--- src/rtl/block_interleaver_pp.sv ---
// Ping-pong row/column block (de)interleaver with valid/ready on both sides.
// One bank fills while the other drains; addresses come from wrap counters.
module block_interleaver_pp #(
  parameter int WIDTH = 8,
  parameter int ROWS  = 4,
  parameter int COLS  = 4
) (
  input  logic             clk2,
  input  logic             rst,
  input  logic             mode,
  input  logic [WIDTH-1:0] din,
  input  logic             din_valid,
  output logic             din_ready,
  output logic [WIDTH-1:0] dout,
  output logic             dout_valid,
  input  logic             dout_ready,
  output logic             dout_last
);

  localparam int N  = ROWS * COLS;
  localparam int AW = $clog2(N);
  localparam int CW = $clog2((ROWS > COLS) ? ROWS : COLS);

  localparam logic [AW-1:0] K_LAST  = AW'(N - 1);
  localparam logic [AW-1:0] ROWS_A  = AW'(ROWS);
  localparam logic [AW-1:0] COLS_A  = AW'(COLS);
  localparam logic [CW-1:0] ROWS_M1 = CW'(ROWS - 1);
  localparam logic [CW-1:0] COLS_M1 = CW'(COLS - 1);

  typedef enum logic [1:0] {EMPTY, FILLING, FULL, DRAINING} bank_state_t;

  bank_state_t      state      [2];
  bank_state_t      state_next [2];
  logic             wb, rb;
  logic [AW-1:0]    wk, rk, raddr;
  logic [CW-1:0]    inner, outer;
  logic [1:0]       bank_mode;
  logic [WIDTH-1:0] mem [2**(AW+1)];
  logic [WIDTH-1:0] rd_data;
  logic             rd_valid, rd_last;

  logic             wr_fire, wr_last, rd_issue, rd_last_issue;
  logic             out_adv, s1_adv, rd_mode;
  logic [CW-1:0]    inner_m1;
  logic [AW-1:0]    stride;

  // Bank state register
  always_ff @(posedge clk2) begin
    if (rst) begin
      state[0] <= EMPTY;
      state[1] <= EMPTY;
    end else begin
      state[0] <= state_next[0];
      state[1] <= state_next[1];
    end
  end

  // A bank is released as soon as its last address has been read from RAM;
  // the symbol is already in the pipeline, so the writer may refill at once.
  always_comb begin
    for (int unsigned b = 0; b < 2; b++) state_next[b] = state[b];
    if (wr_fire) state_next[wb] = wr_last ? FULL : FILLING;
    if (rd_issue) state_next[rb] = rd_last_issue ? EMPTY : DRAINING;
  end

  always_comb begin
    din_ready     = !rst && (state[wb] == EMPTY || state[wb] == FILLING);
    wr_fire       = din_valid && din_ready;
    wr_last       = wr_fire && (wk == K_LAST);
    out_adv       = !dout_valid || dout_ready;
    s1_adv        = !rd_valid || out_adv;
    rd_issue      = s1_adv && (state[rb] == FULL || state[rb] == DRAINING);
    rd_last_issue = rd_issue && (rk == K_LAST);
    rd_mode       = bank_mode[rb];
    inner_m1      = rd_mode ? COLS_M1 : ROWS_M1;
    stride        = rd_mode ? ROWS_A : COLS_A;
  end

  always_ff @(posedge clk2) begin
    if (rst) begin
      wb         <= 1'b0;
      rb         <= 1'b0;
      wk         <= '0;
      rk         <= '0;
      raddr      <= '0;
      inner      <= '0;
      outer      <= '0;
      bank_mode  <= '0;
      rd_valid   <= 1'b0;
      rd_last    <= 1'b0;
      dout       <= '0;
      dout_valid <= 1'b0;
      dout_last  <= 1'b0;
    end else begin
      if (wr_fire) begin
        wk <= wr_last ? '0 : wk + 1'b1;
        if (wr_last) wb <= ~wb;
        if (wk == '0) bank_mode[wb] <= mode;
      end
      // Inner counter strides through one column (or row); wrap starts the next one
      if (rd_issue) begin
        if (rd_last_issue) begin
          rk    <= '0;
          raddr <= '0;
          inner <= '0;
          outer <= '0;
          rb    <= ~rb;
        end else begin
          rk <= rk + 1'b1;
          if (inner == inner_m1) begin
            inner <= '0;
            outer <= outer + 1'b1;
            raddr <= AW'(outer) + 1'b1;
          end else begin
            inner <= inner + 1'b1;
            raddr <= raddr + stride;
          end
        end
      end
      if (s1_adv) begin
        rd_valid <= rd_issue;
        rd_last  <= rd_last_issue;
      end
      if (out_adv) begin
        dout_valid <= rd_valid;
        dout_last  <= rd_valid && rd_last;
        if (rd_valid) dout <= rd_data;
      end
    end
  end

  always_ff @(posedge clk2) begin
    if (wr_fire) mem[{wb, wk}] <= din;
    if (rd_issue) rd_data <= mem[{rb, raddr}];
  end

endmodule

--- config.mk ---
export PLATFORM = sky130hd
export DESIGN_NAME = block_interleaver_pp
export DESIGN_NICKNAME = d
export VERILOG_FILES = /design/src/rtl/block_interleaver_pp.sv
export SDC_FILE = /design/constraint.sdc
export NUM_CORES = 1
export LEC_CHECK = 0
export CAP_MARGIN = 20
export CORE_MARGIN = 4
export CORE_UTILIZATION = 55
export CTS_CLUSTER_SIZE = 25
export DETAILED_ROUTE_END_ITERATION = 6
export GPL_TIMING_DRIVEN = 0
export PLACE_DENSITY = 0.7
export REMOVE_ABC_BUFFERS = 1
export SLEW_MARGIN = 30
export SYNTH_ARGS = -nofsm -noshare
export SYNTH_HDL_FRONTEND = slang
export SYNTH_SLANG_ARGS = --single-unit
--- constraint.sdc ---
create_clock -name clk2 -period 2.8 [get_ports clk2]
set_input_delay 0.28 -clock clk2 [delete_from_list [all_inputs] [get_ports clk2]]
set_output_delay 0.28 -clock clk2 [all_outputs]
set_load 0.02 [all_outputs]
==> results.md, run 1 <==
* Status: completed
* Final Cycle Share at 0.948
* Yosys cell types at 37
* GRT Util Overall at 0.199
* Multi-input logic area at between 2000 and 3000 sq um
* CTS Hold Bufs at 0
* Post-synth top area share at 0.678
* Worst reg2reg endpoint: mem[25][0]
* Top cells by count, synth: edfxtp_1 (264), mux4_2 (80), dfxtp_1 (34), nor2_1 (34), a21oi_1 (30)
* Vias post-DR at ~5700
* VDD IR max at 526 uV
* Syn Area/Cell at 19.6 sq um
* Worst Tran Pin Value at between 0.8 and 0.9 ns
* Buf/Inv on CP at 0
* Postcts setup bufs at 0
* Cells after synthesis at 596
* Max H-tree Level at 1
* CP arrival at 2.82 ns
* Pre-CTS setup slack at -0.764 ns
* Synth area leaders: edfxtp_1 (68%), mux4_2 (15%), dfxtp_1 (5.8%), a21oi_1 (1.3%), nor2_1 (1.1%)
* Skew-Pair Late Insertion Delay at 0.53 ns
* First-pass GRT wire length at approximately 36000 um
* Worst path max stage delay at 0.80 ns
* Top-count cell post-synth: edfxtp_1
* Row cnt at 53
* Family with the most delay on the worst path: simple AND/OR/NAND/NOR gates
* Min cycle time layout at 2.66 ns
* CTS tree: built
* Final instance area at ~13000 sq um
* Pin count of the biggest net entering global routing at 38
* Final wirelength at roughly 23000 um
* Post-placement cell area at approximately 12000 sq um
* Ant diodes at 0
* Element type at the critical path end: flop
* Filler Cell Count at 1492
* Reg2reg setup slack at roughly 0.14 ns
* Fmax at ~380 MHz
* CP max-delay cell: nor2_1
* Drt initial violations at 675
* Final Util at 0.624
* Post-synth top area cell: edfxtp_1
* WP data required at 2.96 ns
* Synth Flop Type: edfxtp_1
* R2r worst-path depth at 3
* Final clock skew at 0.00724 ns
* Nets@finish at 639
* I/O pin cnt at 24
* RSZ-0062 raised after global routing: true
* Crit path kind: reg2reg
* Hold Path Origin: rst
* PortBufs at 22
* FF/Latch Area at 8620 sq um
* Post-Syn Area at 11700 sq um
* Clock Sinks at 298
* CTS-repair resized insts at 8
* Area grow syn2layout at 11.7%
* Hold Path End: dout[4]
* Worst Path Max Fanout at 8
* Fin. max-slew vios at 0
* Drt drc at 0
* Layout cells sized above 1 at 0.245
* 1st-pass router iterations at 5
* Vias in the first global route at between 5000 and 6000
* Number of synthesized register bits at roughly 300
* Routed Antenna Nets at 0
* Pwr dens at 670 nW/um^2
* Clock Pin Slew Worst Setup and Hold Paths at ~0.06 ns
* Total negative slack at 0 ns
* Grt ovf at 0
* Startpoint type of the worst setup path: flop
* Crit-path cells: mux2i_1 > nand3_1 > nor2_1
* Die W at 154 um
* Die ar. at 23700 sq um
* Setup Viol. Count Final at 0
* CTS buffer count at 29
* Setup WS post-layout at 0.145 ns
* Synth async-reset ratio at 0
* Via density per instance at 6.23
* Max Cap Viol at 0
* Number of flops mapped to enable cells by yosys at 264
* Clock root buffer: clkbuf_16
* Leak at just under 0.004 uW
* Hold violation count in the final report at 0
* Ys Warns at 0
* DIE HEIGHT at 154 um
* Hold path depth at 2
* CTS max path bufs at 3
* GPL Wtd Cong at 0.782
* HP Class: in2reg
* Rel. slew slack at 0.444
* DR WL/cell at 25.1 um
* DP HPWL at 14400 um
* Initial Util at 0.558
* Sequential-to-total area share from yosys stat at 0.736
* Initial antenna violation count at 1
* CORE AREA at 21000 sq um
## state kept, by name, indices dropped and copies added, names as in the netlist, 2 cells and up, named ones only
register,cells
mem,256
raddr,4
inner,2
wk,4
dout,8
rk,4
state,2
rd_data,8
outer,2
## where the power goes
group	internal [uW]	switching (uW)	total (uW)
logic	82.3	151	233
clock network	2110	1540	3650
registers	4850	24.3	4880
## worst max-delay path by stage
stage / start / endpoint / slack, ns / cells after the start
floorplan: raddr[0] / rd_data[0] / -1.56 / 3
global placement: raddr[0] / rd_data[3] / -2.94 / 3
detailed placement: rst / mem[22][7] / -0.76 / 4
CTS: rst / mem[22][5] / -0.21 / 4
global route: flop / mem[28][6] / -0.04 / 3
finish: flop / mem[25][0] / 0.14 / 3
## cell families (layout without fill, tap and decap cells)
group                      count (synthesis)  count (layout)  share of synthesized area
DFF                                      298             298                      0.736
and+or+nand+nor                           89              89                     0.0385
AOI/OAI and AO/OA                         66              66                     0.0349
buffers and inverters                     44              89                     0.0179
adders and majority gates                  7               7                    0.00749
muxes                                     92              92                      0.165
## layer usage
metal  up-vias  global-route usage  share of wire
li1       2507                   -              -
met1      2946               0.304           0.43
met2       205               0.294           0.47
met3        50              0.0456          0.072
met4         2              0.0542          0.029
met5         -                   0        0.00057
## cells in the final DEF, fill, tap and decap left out, types with 11 or more instances in the layout
cell type and count:
mux4_2 80, clkinv_1 12, nand3_1 24, dfxtp_1 30, edfxtp_1 264, o21ai_0 14, a21oi_1 30, clkbuf_16 29
inv_1 11, clkdlybuf4s50_1 13, nor2_1 24
## metrics by stage
| step | hold slack [ns] | power (uW) | std cells |
|---|---|---|---|
| after floorplan | 0.349 | 5080 | 563 |
| after global placement | 0.444 | 5210 | 860 |
| after detailed placement | 0.447 | 5210 | 863 |
| after CTS | 0.281 | 8840 | 916 |
| after global routing | 0.248 | 9050 | 916 |
| final | 0.237 | 8760 | 916 |
## area by class of cell
class                           count  area share
Clock buffer                       35      0.0588
Clock inverter                     18     0.00977
Inverter                           11     0.00316
Multi-Input combinational cell    254       0.223
Sequential cell                   298       0.660
Tap cell                          275      0.0263
Timing Repair Buffer               25      0.0191
(Power assumes the default switching activity.)
==> run 2, diff against run 1 <==
CTS_BUF_LIST = sky130_fd_sc_hd__clkbuf_4 sky130_fd_sc_hd__clkbuf_8   (was not set)
==> results.md, run 2 (synthesis results as in run 1) <==
* RSZ-0062 raised after global routing: true
* Area grow syn2layout at 11.5%
* CTS buffer count at 47 (+62%)
* Skew-Pair Late Insertion Delay at 0.55 ns (+0.02 ns)
* CTS-repair resized insts at 13 (+5)
* GPL Wtd Cong at 0.782 (unchanged)
* Max Cap Viol at 0 (unchanged)
* Grt ovf at 0 (unchanged)
* 1st-pass router iterations at 5 (unchanged)
* Pwr dens at 647 nW/um^2 (-3.6%)
* Clock Sinks at 298 (unchanged)
* CP max-delay cell: nor2_1
* Worst Tran Pin Value at 0.795 ns (-0.0359 ns)
* Leak at 0.00391 uW (+0.38%)
* Setup Viol. Count Final at 0 (unchanged)
* CTS tree: built
* VDD IR max at 387 uV (-26%)
* Fin. max-slew vios at 0 (unchanged)
* Buf/Inv on CP at 0 (unchanged)
* Inst Count DP at 863 (unchanged)
* Element type at the critical path end: flop
* Fmax at 375 MHz (-0.31%)
* Worst Path Max Fanout at 8 (unchanged)
* PortBufs at 22 (unchanged)
* Final wirelength at 23200 um (+1.1%)
* Row cnt at 53 (unchanged)
* DR WL/cell at 24.5 um (-2.2%)
* Rel. slew slack at 0.468 (+0.0240)
* Layout cells sized above 1 at 0.293 (+0.0482)
* Min cycle time layout at 2.66 ns (+0.00829 ns)
* Max H-tree Level at 2 (+1)
* Routed Antenna Nets at 0 (unchanged)
* Drt drc at 0 (unchanged)
* Status: completed
* Final clock skew at 0.0149 ns (+0.00763 ns)
* Ant diodes at 0 (unchanged)
* Crit path kind: reg2reg
* Vias in the first global route at 5946 (+2.1%)
* I/O pin cnt at 24 (unchanged)
* Hold violation count in the final report at 0 (unchanged)
* Largest Register: mem
* Clock Pin Slew Worst Setup and Hold Paths at 0.06 ns (about the same)
* Nets@finish at 657 (+2.8%)
* Max reg flops at 256 (unchanged)
* CP arrival at 2.84 ns (+0.02 ns)
* Startpoint type of the worst setup path: flop
* First-pass GRT wire length at 36100 um (+1.2%)
* HP Class: in2reg
* Worst path max stage delay at 0.79 ns (about the same)
* CTS max path bufs at 3 (unchanged)
* Initial Util at 0.558 (unchanged)
* Clock root buffer: clkbuf_8
* Via density per instance at 6.11 (-2.0%)
* WP data required at 2.97 ns (about the same)
* CORE AREA at 21000 sq um (unchanged)
* Final Non-Filler Cells at 947 (+3.4%)
* DIE HEIGHT at 154 um (unchanged)
* Initial antenna violation count at 1 (unchanged)
* Leading cell type in the layout, fill and taps excluded: edfxtp_1
* GRT Util Overall at 0.202 (+0.00346)
* Die W at 154 um (unchanged)
* CTS Hold Bufs at 0 (unchanged)
* Final Cycle Share at 0.951 (+0.00296)
* Die ar. at 23700 sq um (unchanged)
* Hold slack at 0.222 ns (-0.0142 ns)
* Biggest regs: mem x256, dout x8, rd_data x8
* Family with the most delay on the worst path: simple AND/OR/NAND/NOR gates
* Pin count of the biggest net entering global routing at 38 (unchanged)
* Filler Cell Count at 1506 (+0.94%)
* Postcts setup bufs at 0 (unchanged)
* Commonest cells after routing, fill and taps aside: edfxtp_1 (264), mux4_2 (80), clkbuf_8 (48)
* Vias post-DR at 5788 (+1.4%)
* DP HPWL at 14400 um (unchanged)
* Power Total at 8430 uW (-3.7%)
* Drt initial violations at 542 (-20%)
* Crit-path cells: mux2i_1 > nand3_1 > nor2_1
-- run 2: power by group --
part	internal [uW]	total [uW]	switching [uW]
combinational	82.4	235	152
clock	1720	3320	1600
sequential	4850	4880	24.4
total	6650	8430	1780
-- run 2: cell type report --
class                   instances  area (sq um)  share of cell area
clock buffers                  57           728              0.0558
inverters                      11          41.3             0.00317
multi-input cells             254          2940               0.225
repair buffers                 25           250              0.0192
flip-flops and latches        298          8620               0.661
well taps                     275           344              0.0264
clock inverters                27           121             0.00930
-- run 2: worst register-to-register path: stages, from the launching register on --
cell and delay, ns:
dfxtp_1 0.40, mux2i_1 0.54, nand3_1 0.56, nor2_1 0.79
-- run 2: path summary, 6_finish.rpt --
check	start	end	slack [ns]	cells past startpoint
worst max register to register	flop	mem[25][6]	0.14	3
worst min-delay path	rst	dout[4]	0.22	2
worst min register to register	dout_last	dout_last	0.45	2
worst max-delay path	flop	mem[25][6]	0.14	3
-- run 2: through the flow --
stage | setup slack, ns | TNS, ns | area, sq um | util
4_1_cts | 0.174 | 0 | 13000 | 0.622
3_3_place_gp | -2.94 | -177.59 | 12100 | 0.577
3_5_place_dp | -0.764 | -169.07 | 12200 | 0.580
6_report | 0.137 | 0 | 13000 | 0.622
2_1_floorplan | -1.56 | -12.89 | 11500 | -
5_1_grt | -0.0696 | -2.71 | 13000 | 0.622
-- run 2: metal layers --
layer	global-route usage	share of wire
met3	0.0529	0.076
met2	0.297	0.47
met4	0.0593	0.025
met5	0	0.00056
met1	0.305	0.43
==> variant: new RTL, config.mk and constraints of run 2 <==
Change the parameter `WIDTH` from 8 to 12.
--- a/src/rtl/block_interleaver_pp.sv
+++ b/src/rtl/block_interleaver_pp.sv
@@ -3,3 +3,3 @@
 module block_interleaver_pp #(
-  parameter int WIDTH = 8,
+  parameter int WIDTH = 12,
   parameter int ROWS  = 4,
Interface: changed (resized din and dout); port bits go from 24 to 32. No check against the original RTL was run, so the function may have changed too.
==> variant against run 2 <==
Sequential cell count grew 136; sequential power grew 46%; cell area grew 47%; synthesized area grew 45%; power grew 52%; count of clock-buffer cells in the layout grew 48; wire length grew 54%; maximum frequency grew 2.4%; utilization grew 0.66 points; clock power grew 56%; die area grew 43%; worst setup slack gained 63 ps; combinational power grew 90%; largest cell class unchanged.
==> variant: results (changes against run 2) <==
stage;metric;value;unit;change
final_layout;inv_count;4;;-7
final_layout;clk_share;7.00;%;+0.49 points
power_and_ir_drop;power_frac_seq;55.9;%;-1.9 points
route;first_pass_iters;7;;+2
route;viasPerCell;5.86;;-4.0%
critical_path;ff2ff_path_depth;8;;+5
power_and_ir_drop;vdd_drop_max;0.406;mV;+4.9%
logic_synthesis;synthXorXnorAreaFrac;0.258;%;+0.26 points
final_layout;buffer_area_share;2.97;%;+1.1 points
clock_tree;ctsResizeCount;0;;-13
critical_path;arrival;2880;ps;+40 ps
place;placed_cell_area;17800;um2;+46%
critical_path;cp_max_fo;37;;+29
grt;grtUsageTotal;21.1;%;+0.93 points
die;rows;64;;+21%
power_and_ir_drop;intPower;10.1;mW;+52%
final_layout;n_fill_cell;2149;;+43%
power_and_ir_drop;clock_power;5.19;mW;+56%
timing;skew;23.3;ps;+8.40 ps
final_layout;fin_nets;1134;;+73%
final_layout;signal_buffers;44;;+76%
clock_tree;htree_levels;3;;+1
final_layout;drive_gt1_share;16.3;%;-13 points
power_and_ir_drop;power.share.combinational;3.5;%;+0.7 points
grt;met1_usage;30.3;%;-0.27 points
logic_synthesis;synth_compound_area_share;5.83;%;+2.3 points
grt;grt_pass1_vias;8901;;+50%
logic_synthesis;muxShareOfSynthArea;11.4;%;-5.1 points
logic_synthesis;synth-adder-area-share;0.515;%;-0.23 points
clock_tree;numCtsBuffers;68;;+45%
timing;worstMarginPinSlew;915;ps;+120 ps
final_layout;num-clock-buffers;105;;+84%
final_layout;seq_cell_count;434;;+46%
grt;met2_usage;33.1;%;+3.4 points
logic_synthesis;synth_edf_count;396;;+50%
final_layout;multiInputGateArea;4110;um2;+40%
logic_synthesis;ys_seq_area_share;74.4;%;+0.82 points
place;port-buffer-count;30;;+36%
outcome;outcome;finished clean;;
final_layout;seqAreaFraction;65.9;%;-0.13 points
logic_synthesis;synth_common_cells;edfxtp_1, mux2i_1, nand2_1, a21oi_1, nor2_1;;
place;dp_hpwl;20600;um;+42%
route;drt_wl_total;35700;um;+54%
grt;grt_pass1_wl;53300;um;+48%
clock_tree;postCtsSetupRepairBufs;2;;+2
route;dr_wl_met3;2240;um;+26%
place;place_congestion;0.765;;-2.1%
min_path;whs_endpoint;dout_valid$_SDFFE_PP0P_;;
grt;gr-usage-met3;3.62;%;-1.7 points
logic_synthesis;synth_area_leaders;edfxtp_1, mux2i_1, dfxtp_1;;
power_and_ir_drop;leakage;5.82;nW;+49%
critical_path;reg2reg_slack;200;ps;+60 ps
place;place_ws;-220;ps;+544 ps
final_layout;multi_input_cells;558;;+120%
logic_synthesis;yosys.cell_types.count;44;;+19%
clock_tree;worstSkewPairLatency;580;ps;+30 ps
grt;grt_max_degree;40;;+5.3%
## variant: critical path: stages, from the launching register on
cell	delay (ps)
dfxtp_4	370
buf_16	250
buf_16	290
buf_12	290
mux2i_1	220
a22o_1	190
nor3_1	90
a31oi_1	350
nand3_1	190
## variant: per-stage QoR
stage | instances | hold slack [ps] | TNS (ps)
floorplan | 996 | 349 | -60760
global placement | 1422 | 442 | -444220
detailed placement | 1434 | 448 | -2260
CTS | 1559 | 186 | 0
global route | 1559 | 240 | 0
finish | 1559 | 225 | 0
## variant: worst max-delay path by stage
stage | slack (ps) | to
floorplan | -4740 | rd_data[0]$_DFFE_PP_
global placement | -7650 | rd_data[9]$_DFFE_PP_
detailed placement | -220 | rd_data[7]$_DFFE_PP_
CTS | 230 | mem[13][9]$_DFFE_PP_
global route | 110 | mem[13][8]$_DFFE_PP_
finish | 200 | rd_data[7]$_DFFE_PP_
